File: src/rtl/fb_pkg.sv
// fb_pkg: frame-buffer geometry, pixel colour type and sequencer state encoding
package fb_pkg;
   localparam int H_RES  = 320;
   localparam int V_RES  = 240;
   localparam int ADDR_W = 17;
   typedef struct packed {
      logic [7:0] r;
      logic [7:0] g;
      logic [7:0] b;
   } rgb_t;
   typedef enum logic [1:0] {IDLE, ERASE, DRAW, FINISH} seq_state_t;
   function automatic logic in_fb(input logic [11:0] c, input logic [11:0] r);
      return c < 12'(H_RES) && r < 12'(V_RES);
   endfunction
endpackage

File: src/rtl/ball_draw_sequencer_if.sv
// ball_draw_sequencer_if: pixel write port from the sequencer to the frame-buffer arbiter
interface ball_draw_sequencer_if;
   import fb_pkg::*;
   logic              wr_valid;
   logic              wr_ready;
   logic [ADDR_W-1:0] wr_addr;
   rgb_t              wr_rgb;
   modport master (output wr_valid, wr_addr, wr_rgb, input wr_ready);
   modport slave  (input wr_valid, wr_addr, wr_rgb, output wr_ready);
endinterface

File: src/rtl/rect_walker.sv
// rect_walker: row-major scan of a (size+1)^2 square starting at (x0,y0).
// col/row/in_bounds describe the pixel held after the coming edge; last describes the pixel held now.
module rect_walker
   import fb_pkg::*;
(
   input  logic        CLOCK_50,
   input  logic        reset,
   input  logic [10:0] x0,
   input  logic [10:0] y0,
   input  logic [6:0]  size,
   input  logic        start,
   input  logic        advance,
   output logic [11:0] col,
   output logic [11:0] row,
   output logic        in_bounds,
   output logic        last
);
   logic [11:0] c, r, xs, xe, ye;
   assign col       = start ? {1'b0, x0} : !advance ? c : c == xe ? xs : c + 12'd1;
   assign row       = start ? {1'b0, y0} : (advance && c == xe) ? r + 12'd1 : r;
   assign in_bounds = in_fb(col, row);
   assign last      = c == xe && r == ye;
   always_ff @(posedge CLOCK_50 or negedge reset)
      if (!reset) begin
         c  <= '0;
         r  <= '0;
         xs <= '0;
         xe <= '0;
         ye <= '0;
      end else begin
         c <= col;
         r <= row;
         if (start) begin
            xs <= {1'b0, x0};
            xe <= {1'b0, x0} + 12'(size);
            ye <= {1'b0, y0} + 12'(size);
         end
      end
endmodule

File: src/rtl/ball_draw_sequencer.sv
// ball_draw_sequencer: per-frame erase of the previous ball square and paint of the new one,
// one pixel per accepted write into the frame-buffer arbiter.
module ball_draw_sequencer
   import fb_pkg::*;
(
   input  logic        CLOCK_50,
   input  logic        reset,
   input  logic        frame_tick,
   input  logic [10:0] ball_x,
   input  logic [10:0] ball_y,
   input  logic [6:0]  size,
   input  rgb_t        ball_rgb,
   input  rgb_t        bg_rgb,
   ball_draw_sequencer_if.master wr,
   output logic        busy,
   output logic        done,
   output logic        overrun
);
   seq_state_t  state, nxt_state;
   logic [10:0] new_x, new_y, prev_x, prev_y, wk_x, wk_y;
   logic [6:0]  new_size, prev_size, wk_size;
   rgb_t        new_ball, new_bg, paint_ball, paint_bg;
   logic        prev_valid, active, adv, phase_end, tick_go, start;
   logic [11:0] col, row;
   logic        in_bounds, last;

   function automatic logic [ADDR_W-1:0] pix_addr(input logic [11:0] c, input logic [11:0] r);
      logic [19:0] a;
      a = {r, 8'd0} + 20'({r, 6'd0}) + 20'(c);
      return a[ADDR_W-1:0];
   endfunction

   // wr_valid low in a scanning state means the held pixel is clipped, so the scan moves on
   assign active     = state == ERASE || state == DRAW;
   assign adv        = active && (wr.wr_ready || !wr.wr_valid);
   assign phase_end  = adv && last;
   assign tick_go    = state == IDLE && frame_tick;
   assign start      = tick_go || (state == ERASE && phase_end);
   assign wk_x       = state != IDLE ? new_x : prev_valid ? prev_x : ball_x;
   assign wk_y       = state != IDLE ? new_y : prev_valid ? prev_y : ball_y;
   assign wk_size    = state != IDLE ? new_size : prev_valid ? prev_size : size;
   assign paint_ball = state == IDLE ? ball_rgb : new_ball;
   assign paint_bg   = state == IDLE ? bg_rgb : new_bg;

   always_comb
      nxt_state = state == IDLE  ? (frame_tick ? (prev_valid ? ERASE : DRAW) : IDLE) :
                  state == ERASE ? (phase_end ? DRAW : ERASE) :
                  state == DRAW  ? (phase_end ? FINISH : DRAW) : IDLE;

   rect_walker u_walker (
      .CLOCK_50 (CLOCK_50),
      .reset    (reset),
      .x0       (wk_x),
      .y0       (wk_y),
      .size     (wk_size),
      .start    (start),
      .advance  (adv),
      .col      (col),
      .row      (row),
      .in_bounds(in_bounds),
      .last     (last)
   );

   always_ff @(posedge CLOCK_50 or negedge reset)
      if (!reset) begin
         state       <= IDLE;
         wr.wr_valid <= 1'b0;
         wr.wr_addr  <= '0;
         wr.wr_rgb   <= '0;
         busy        <= 1'b0;
         done        <= 1'b0;
         overrun     <= 1'b0;
         prev_valid  <= 1'b0;
         new_x       <= '0;
         new_y       <= '0;
         new_size    <= '0;
         new_ball    <= '0;
         new_bg      <= '0;
         prev_x      <= '0;
         prev_y      <= '0;
         prev_size   <= '0;
      end else begin
         state       <= nxt_state;
         wr.wr_valid <= (nxt_state == ERASE || nxt_state == DRAW) && in_bounds;
         wr.wr_addr  <= pix_addr(col, row);
         wr.wr_rgb   <= nxt_state == ERASE ? paint_bg : nxt_state == DRAW ? paint_ball : '0;
         busy        <= nxt_state != IDLE;
         done        <= nxt_state == FINISH;
         if (frame_tick && state != IDLE)
            overrun <= 1'b1;
         if (tick_go) begin
            new_x    <= ball_x;
            new_y    <= ball_y;
            new_size <= size;
            new_ball <= ball_rgb;
            new_bg   <= bg_rgb;
         end
         if (state == FINISH) begin
            prev_x     <= new_x;
            prev_y     <= new_y;
            prev_size  <= new_size;
            prev_valid <= 1'b1;
         end
      end
endmodule

File: src/flat_wrapper.sv
// flat-port wrapper written by rule: the top's interface ports become plain ports
module ball_draw_sequencer_flat import fb_pkg::*;
  (CLOCK_50, reset, frame_tick, ball_x, ball_y, size, ball_rgb, bg_rgb, busy, done, overrun, wr_wr_valid, wr_wr_addr, wr_wr_rgb, wr_wr_ready);
  ball_draw_sequencer_if wr_i ();
  input  logic CLOCK_50;
  input  logic reset;
  input  logic frame_tick;
  input  logic [10:0] ball_x;
  input  logic [10:0] ball_y;
  input  logic [6:0] size;
  input  rgb_t ball_rgb;
  input  rgb_t bg_rgb;
  output logic busy;
  output logic done;
  output logic overrun;
  output wire logic [$bits(wr_i.wr_valid)-1:0] wr_wr_valid;
  output wire logic [$bits(wr_i.wr_addr)-1:0] wr_wr_addr;
  output wire logic [$bits(wr_i.wr_rgb)-1:0] wr_wr_rgb;
  input wire logic [$bits(wr_i.wr_ready)-1:0] wr_wr_ready;
  assign wr_wr_valid = wr_i.wr_valid;
  assign wr_wr_addr = wr_i.wr_addr;
  assign wr_wr_rgb = wr_i.wr_rgb;
  assign wr_i.wr_ready = wr_wr_ready;
  ball_draw_sequencer u_core (.CLOCK_50(CLOCK_50), .reset(reset), .frame_tick(frame_tick), .ball_x(ball_x), .ball_y(ball_y), .size(size), .ball_rgb(ball_rgb), .bg_rgb(bg_rgb), .wr(wr_i), .busy(busy), .done(done), .overrun(overrun));
endmodule
File: config.mk
export PLATFORM = sky130hd
export DESIGN_NAME = ball_draw_sequencer_flat
export DESIGN_NICKNAME = d
export VERILOG_FILES = /design/src/rtl/fb_pkg.sv /design/src/rtl/ball_draw_sequencer_if.sv /design/src/rtl/rect_walker.sv /design/src/rtl/ball_draw_sequencer.sv /design/src/flat_wrapper.sv
export SDC_FILE = /design/constraint.sdc
export NUM_CORES = 1
export LEC_CHECK = 0
export ABC_CLOCK_PERIOD_IN_PS = 7600
export CORE_AREA = 4 4 139 141
export DETAILED_ROUTE_END_ITERATION = 8
export DIE_AREA = 0 0 143 145
export PLACE_DENSITY = 0.93
export SLEW_MARGIN = 25
export SYNTH_ARGS = -nofsm -noshare
export SYNTH_HDL_FRONTEND = slang
export SYNTH_SLANG_ARGS = --single-unit
File: constraint.sdc
create_clock -name CLOCK_50 -period 7.6 [get_ports CLOCK_50]
set_input_delay 1.52 -clock CLOCK_50 [delete_from_list [all_inputs] [get_ports CLOCK_50]]
set_output_delay 1.52 -clock CLOCK_50 [all_outputs]
set_load 0.01 [all_outputs]
==> results.rst <==
.. list-table::
   :header-rows: 1

   * - Metric
     - Value
   * - Outcome
     - completed
   * - Register bit count reported by yosys
     - 207
   * - Total of cells resized after clock tree synthesis
     - 0
   * - Final number of max-transition violations
     - 0
   * - Buffers from clock root to sink, at most
     - 3
   * - Adder and majority cell fraction of the synthesized area
     - 0.0558
   * - Number of buffers added for setup after CTS
     - 0
   * - Initial antenna violation count
     - 0
   * - Via-to-Cell Ratio
     - 5.99
   * - Post-detailed-placement half-perimeter wirelength
     - 19.0 mm
   * - Commonest cells after routing, fill and taps aside
     - 326 x sky130_fd_sc_hd__nand2_1, 207 x sky130_fd_sc_hd__dfrtp_1, 124 x sky130_fd_sc_hd__clkdlybuf4s50_1
   * - Io pins
     - 126
   * - Proportion of layout cells with a drive suffix above 1
     - 0.0870
   * - Count of yosys warnings during synthesis
     - 0
   * - FILL cells
     - 1205
   * - Highest fanout seen on the critical path
     - 26
   * - First-pass GRT wire length
     - 46.2 mm
   * - Maximum number of pins on one net before global-route repair
     - 80
   * - Start-to-end type of the worst setup path
     - in2reg
   * - Number of global-route vias before repair
     - 8869
   * - Number of flops mapped to enable cells by yosys
     - 0
   * - Share of Yosys cell area claimed by the top area cell type
     - 0.474
   * - Clock root buffer
     - sky130_fd_sc_hd__clkbuf_16
   * - Total power density per cell area
     - 173 mW/mm2
   * - TritonCTS clock tree
     - done
   * - Clock tree skew after final layout
     - 26.3 ps
   * - Count of maximum capacitance violations
     - 0
   * - Overall die area
     - 0.0207 mm2
   * - Kind of end point of the critical path
     - flop
   * - Critical path arrival
     - 6600 ps
   * - Compound-cell area share of the yosys netlist
     - 0.0981
   * - Drt first pass iters
     - 5
   * - Final min period
     - 6220 ps
   * - Cell with the most instances on the worst path
     - sky130_fd_sc_hd__a21oi_1
   * - GRT Total Usage
     - 0.272
   * - Final-report hold violation count
     - 0
   * - Total Neg Setup Slack
     - 0 ps
   * - Data required time at the worst endpoint
     - 7980 ps
   * - Die H
     - 145 um
   * - Number of distinct library cells after synthesis
     - 52
   * - Post-route ant nets
     - 0
   * - Count of antenna diodes in the layout
     - 0
   * - Final clock period utilization by the worst path
     - 0.818
   * - Number of buffers added to fix hold violations after cts
     - 0
   * - Area added between synthesis and finish
     - 19.0%
   * - Fraction of the mapped netlist area in simple logic gates
     - 0.183
   * - Clock transition at the registers of the reported paths
     - 60 ps
   * - Crit path max-delay cell type
     - sky130_fd_sc_hd__o31ai_4
   * - Utilization after layout
     - 0.725
   * - Post-synthesis cell count
     - 1175
   * - Static leakage
     - 0.00635 uW
   * - Class of the most critical hold timing path
     - reg2reg
   * - Seq/Total Area, Yosys
     - 0.474
   * - Netlist area before placement
     - 0.0109 mm2
   * - Final setup violation count
     - 0
   * - DRC violations left
     - 0
   * - Routed Wire Length
     - 28.5 mm
   * - CP Cell Sequence
     - clkdlybuf4s50_1 > nand2b_1 > and2_1 > nand4_4 > o31ai_4 > buf_4 > a21oi_1 > a21oi_1 > inv_1 > ha_1 > ha_1 > a21o_1 > a21oi_1 > nand2b_1 > a21boi_0 > o41ai_1 > o21ai_0 > xnor3_1
   * - Leading cell type in the layout, fill and taps excluded
     - sky130_fd_sc_hd__nand2_1
   * - Synth area leader
     - sky130_fd_sc_hd__dfrtp_1
   * - Number of cell rows
     - 49
   * - Core outline area
     - 0.0180 mm2
   * - Post-synthesis area per instance
     - 9.31 um2
   * - Average wire per cell in the routed design
     - 18.8 um
   * - Maximum level of the CTS H-tree
     - 1
   * - Clock latency reported for the late side of the worst-skew pair
     - 520 ps
   * - Die width
     - 143 um
   * - Setup crit start kind
     - input pin
   * - Post-synthesis mux area share
     - 0.104
   * - Largest family of logic cells by synthesized area
     - simple AND/OR/NAND/NOR gates
   * - Starting density of the core
     - 0.609
   * - Xor and xnor fraction of the mapped netlist area
     - 0.0485
   * - Routability congestion estimate from global placement
     - 0.953
   * - Post-synth net total
     - 1303
   * - Nets@finish
     - 1400
   * - Top area cells in the synthesized netlist
     - sky130_fd_sc_hd__dfrtp_1 47%, sky130_fd_sc_hd__nand2_1 11%, sky130_fd_sc_hd__mux2_2 5.4%, sky130_fd_sc_hd__ha_1 5.0%, sky130_fd_sc_hd__mux2i_1 5.0%
   * - Buffers on Ports
     - 125
   * - Slew at the pin closest to its max-slew limit
     - 949 ps
   * - Worst ir drop on vdd
     - 234 uV
   * - Worst stage delay on the critical path
     - 660 ps
   * - Timing-limited maximum frequency
     - 0.161 GHz
   * - Vias after detailed routing
     - 9078
   * - Setup repair after global routing missed its margin
     - false
   * - Number of buffers added by the clock tree synthesis step
     - 22
   * - FFs w/ async S/R, synth
     - 1.00
   * - Max transition margin
     - 0.368
   * - CTS sink count
     - 207
   * - Top_reg_cell synth
     - sky130_fd_sc_hd__dfrtp_1
   * - DRC marker count from the first detailed-route iteration
     - 950
   * - Overflow after GRT
     - 0
==> cells in the mapped netlist (2+ instances only) <==
library cell	instances
sky130_fd_sc_hd__xor2_1	24
sky130_fd_sc_hd__o211ai_1	3
sky130_fd_sc_hd__nand4_1	5
sky130_fd_sc_hd__a41oi_1	3
sky130_fd_sc_hd__xnor2_1	34
sky130_fd_sc_hd__o21ai_0	63
sky130_fd_sc_hd__nor2b_1	3
sky130_fd_sc_hd__or4_1	2
sky130_fd_sc_hd__a21boi_0	6
sky130_fd_sc_hd__a211oi_1	2
sky130_fd_sc_hd__and4_4	2
sky130_fd_sc_hd__buf_2	11
sky130_fd_sc_hd__a21oi_1	63
sky130_fd_sc_hd__nand2_1	327
sky130_fd_sc_hd__ha_1	44
sky130_fd_sc_hd__and3_1	6
sky130_fd_sc_hd__and4_1	4
sky130_fd_sc_hd__mux2i_1	55
sky130_fd_sc_hd__clkbuf_1	37
sky130_fd_sc_hd__o31ai_1	8
sky130_fd_sc_hd__inv_1	32
sky130_fd_sc_hd__buf_4	6
sky130_fd_sc_hd__nor2_1	75
sky130_fd_sc_hd__dfrtp_1	207
sky130_fd_sc_hd__nor4_1	6
sky130_fd_sc_hd__fa_1	3
sky130_fd_sc_hd__o41ai_1	5
sky130_fd_sc_hd__and2_1	11
sky130_fd_sc_hd__nand3_1	9
sky130_fd_sc_hd__o21a_1	2
sky130_fd_sc_hd__a21o_1	14
sky130_fd_sc_hd__a31oi_1	2
sky130_fd_sc_hd__nand2b_1	5
sky130_fd_sc_hd__nor3_1	11
sky130_fd_sc_hd__o21ai_1	4
sky130_fd_sc_hd__mux2_2	52
sky130_fd_sc_hd__o22ai_1	3
sky130_fd_sc_hd__or2_2	5
sky130_fd_sc_hd__buf_1	8
==> final timing paths <==
kind                                 startpoint                     to  slack, ps  cells after the start
worst max-delay path                wr_wr_ready  u_core.wr.wr_addr[16]       1380                     18
worst min-delay path             u_core.overrun         u_core.overrun        460                      1
worst max register to register  u_core.state[1]  u_core.wr.wr_addr[16]       2220                     18
worst min register to register   u_core.overrun         u_core.overrun        460                      1
max in group asynchronous                 reset       u_core.prev_y[5]       5260                      2
min in group asynchronous                 reset    u_core.wr.wr_rgb[1]       1030                      1
==> per-stage QoR <==
stage          power, uW  cells  setup slack [ps]  instance area, um2  hold WS [ps]
5_1_grt             2320   1516              1020               13000           495
4_1_cts             2270   1516              1470               13000           465
3_5_place_dp        1200   1477               999               12300           443
3_3_place_gp        1200   1477              1130               12300           439
6_report            2260   1516              1380               13000           461
2_1_floorplan       1130   1175              2530               10900           441
==> critical path, delay by kind of cell <==
family                   cells  cell delay, ps
AO/OA/AOI/OAI                8            2070
XOR/XNOR                     1             350
adder cells (fa/ha/maj)      2             630
buffers and inverters        3             920
AND/OR/NAND/NOR              4            1100
==> cells by family (layout without fill, tap and decap cells) <==
group / Yosys count / after routing
simple gates: 477 / 477
fa+ha+maj: 47 / 47
flops: 207 / 207
mux: 107 / 107
xor+xnor: 59 / 59
compound gates: 183 / 183
buf+inv: 95 / 207
==> cell type report <==
type / instances / area (um2) / share of cell area
Clock inverter: 9 / 110 / 0.00846
Multi-Input combinational cell: 873 / 5380 / 0.413
Sequential cell: 207 / 5180 / 0.398
Inverter: 32 / 120 / 0.00922
Tap cell: 229 / 287 / 0.0220
Timing Repair Buffer: 136 / 1340 / 0.103
Clock buffer: 30 / 611 / 0.0469
==> registers in the layout (all words and copies together), names as in the netlist, 12 cells and up, named ones only <==
name	cells
u_core.u_walker.xe	12
u_core.new_bg	24
u_core.u_walker.ye	12
u_core.new_ball	24
u_core.u_walker.r	12
u_core.wr.wr_rgb	24
==> power breakdown <==
group	switching, uW	total [uW]	internal, uW
Sequential	0.0000000000000125	1100	1100
Clock	446	1080	633
Combinational	36.9	77.3	40.4
Total	483	2260	1770
==> per-layer routing <==
layer	global-route usage	wire length [um]	vias up
met3	0.0408	2130	97
met5	0	0	-
met4	0.115	1350	0
li1	-	-	4123
met2	0.423	13300	433
met1	0.383	11700	4425
Power figures use the tool's default switching activity.
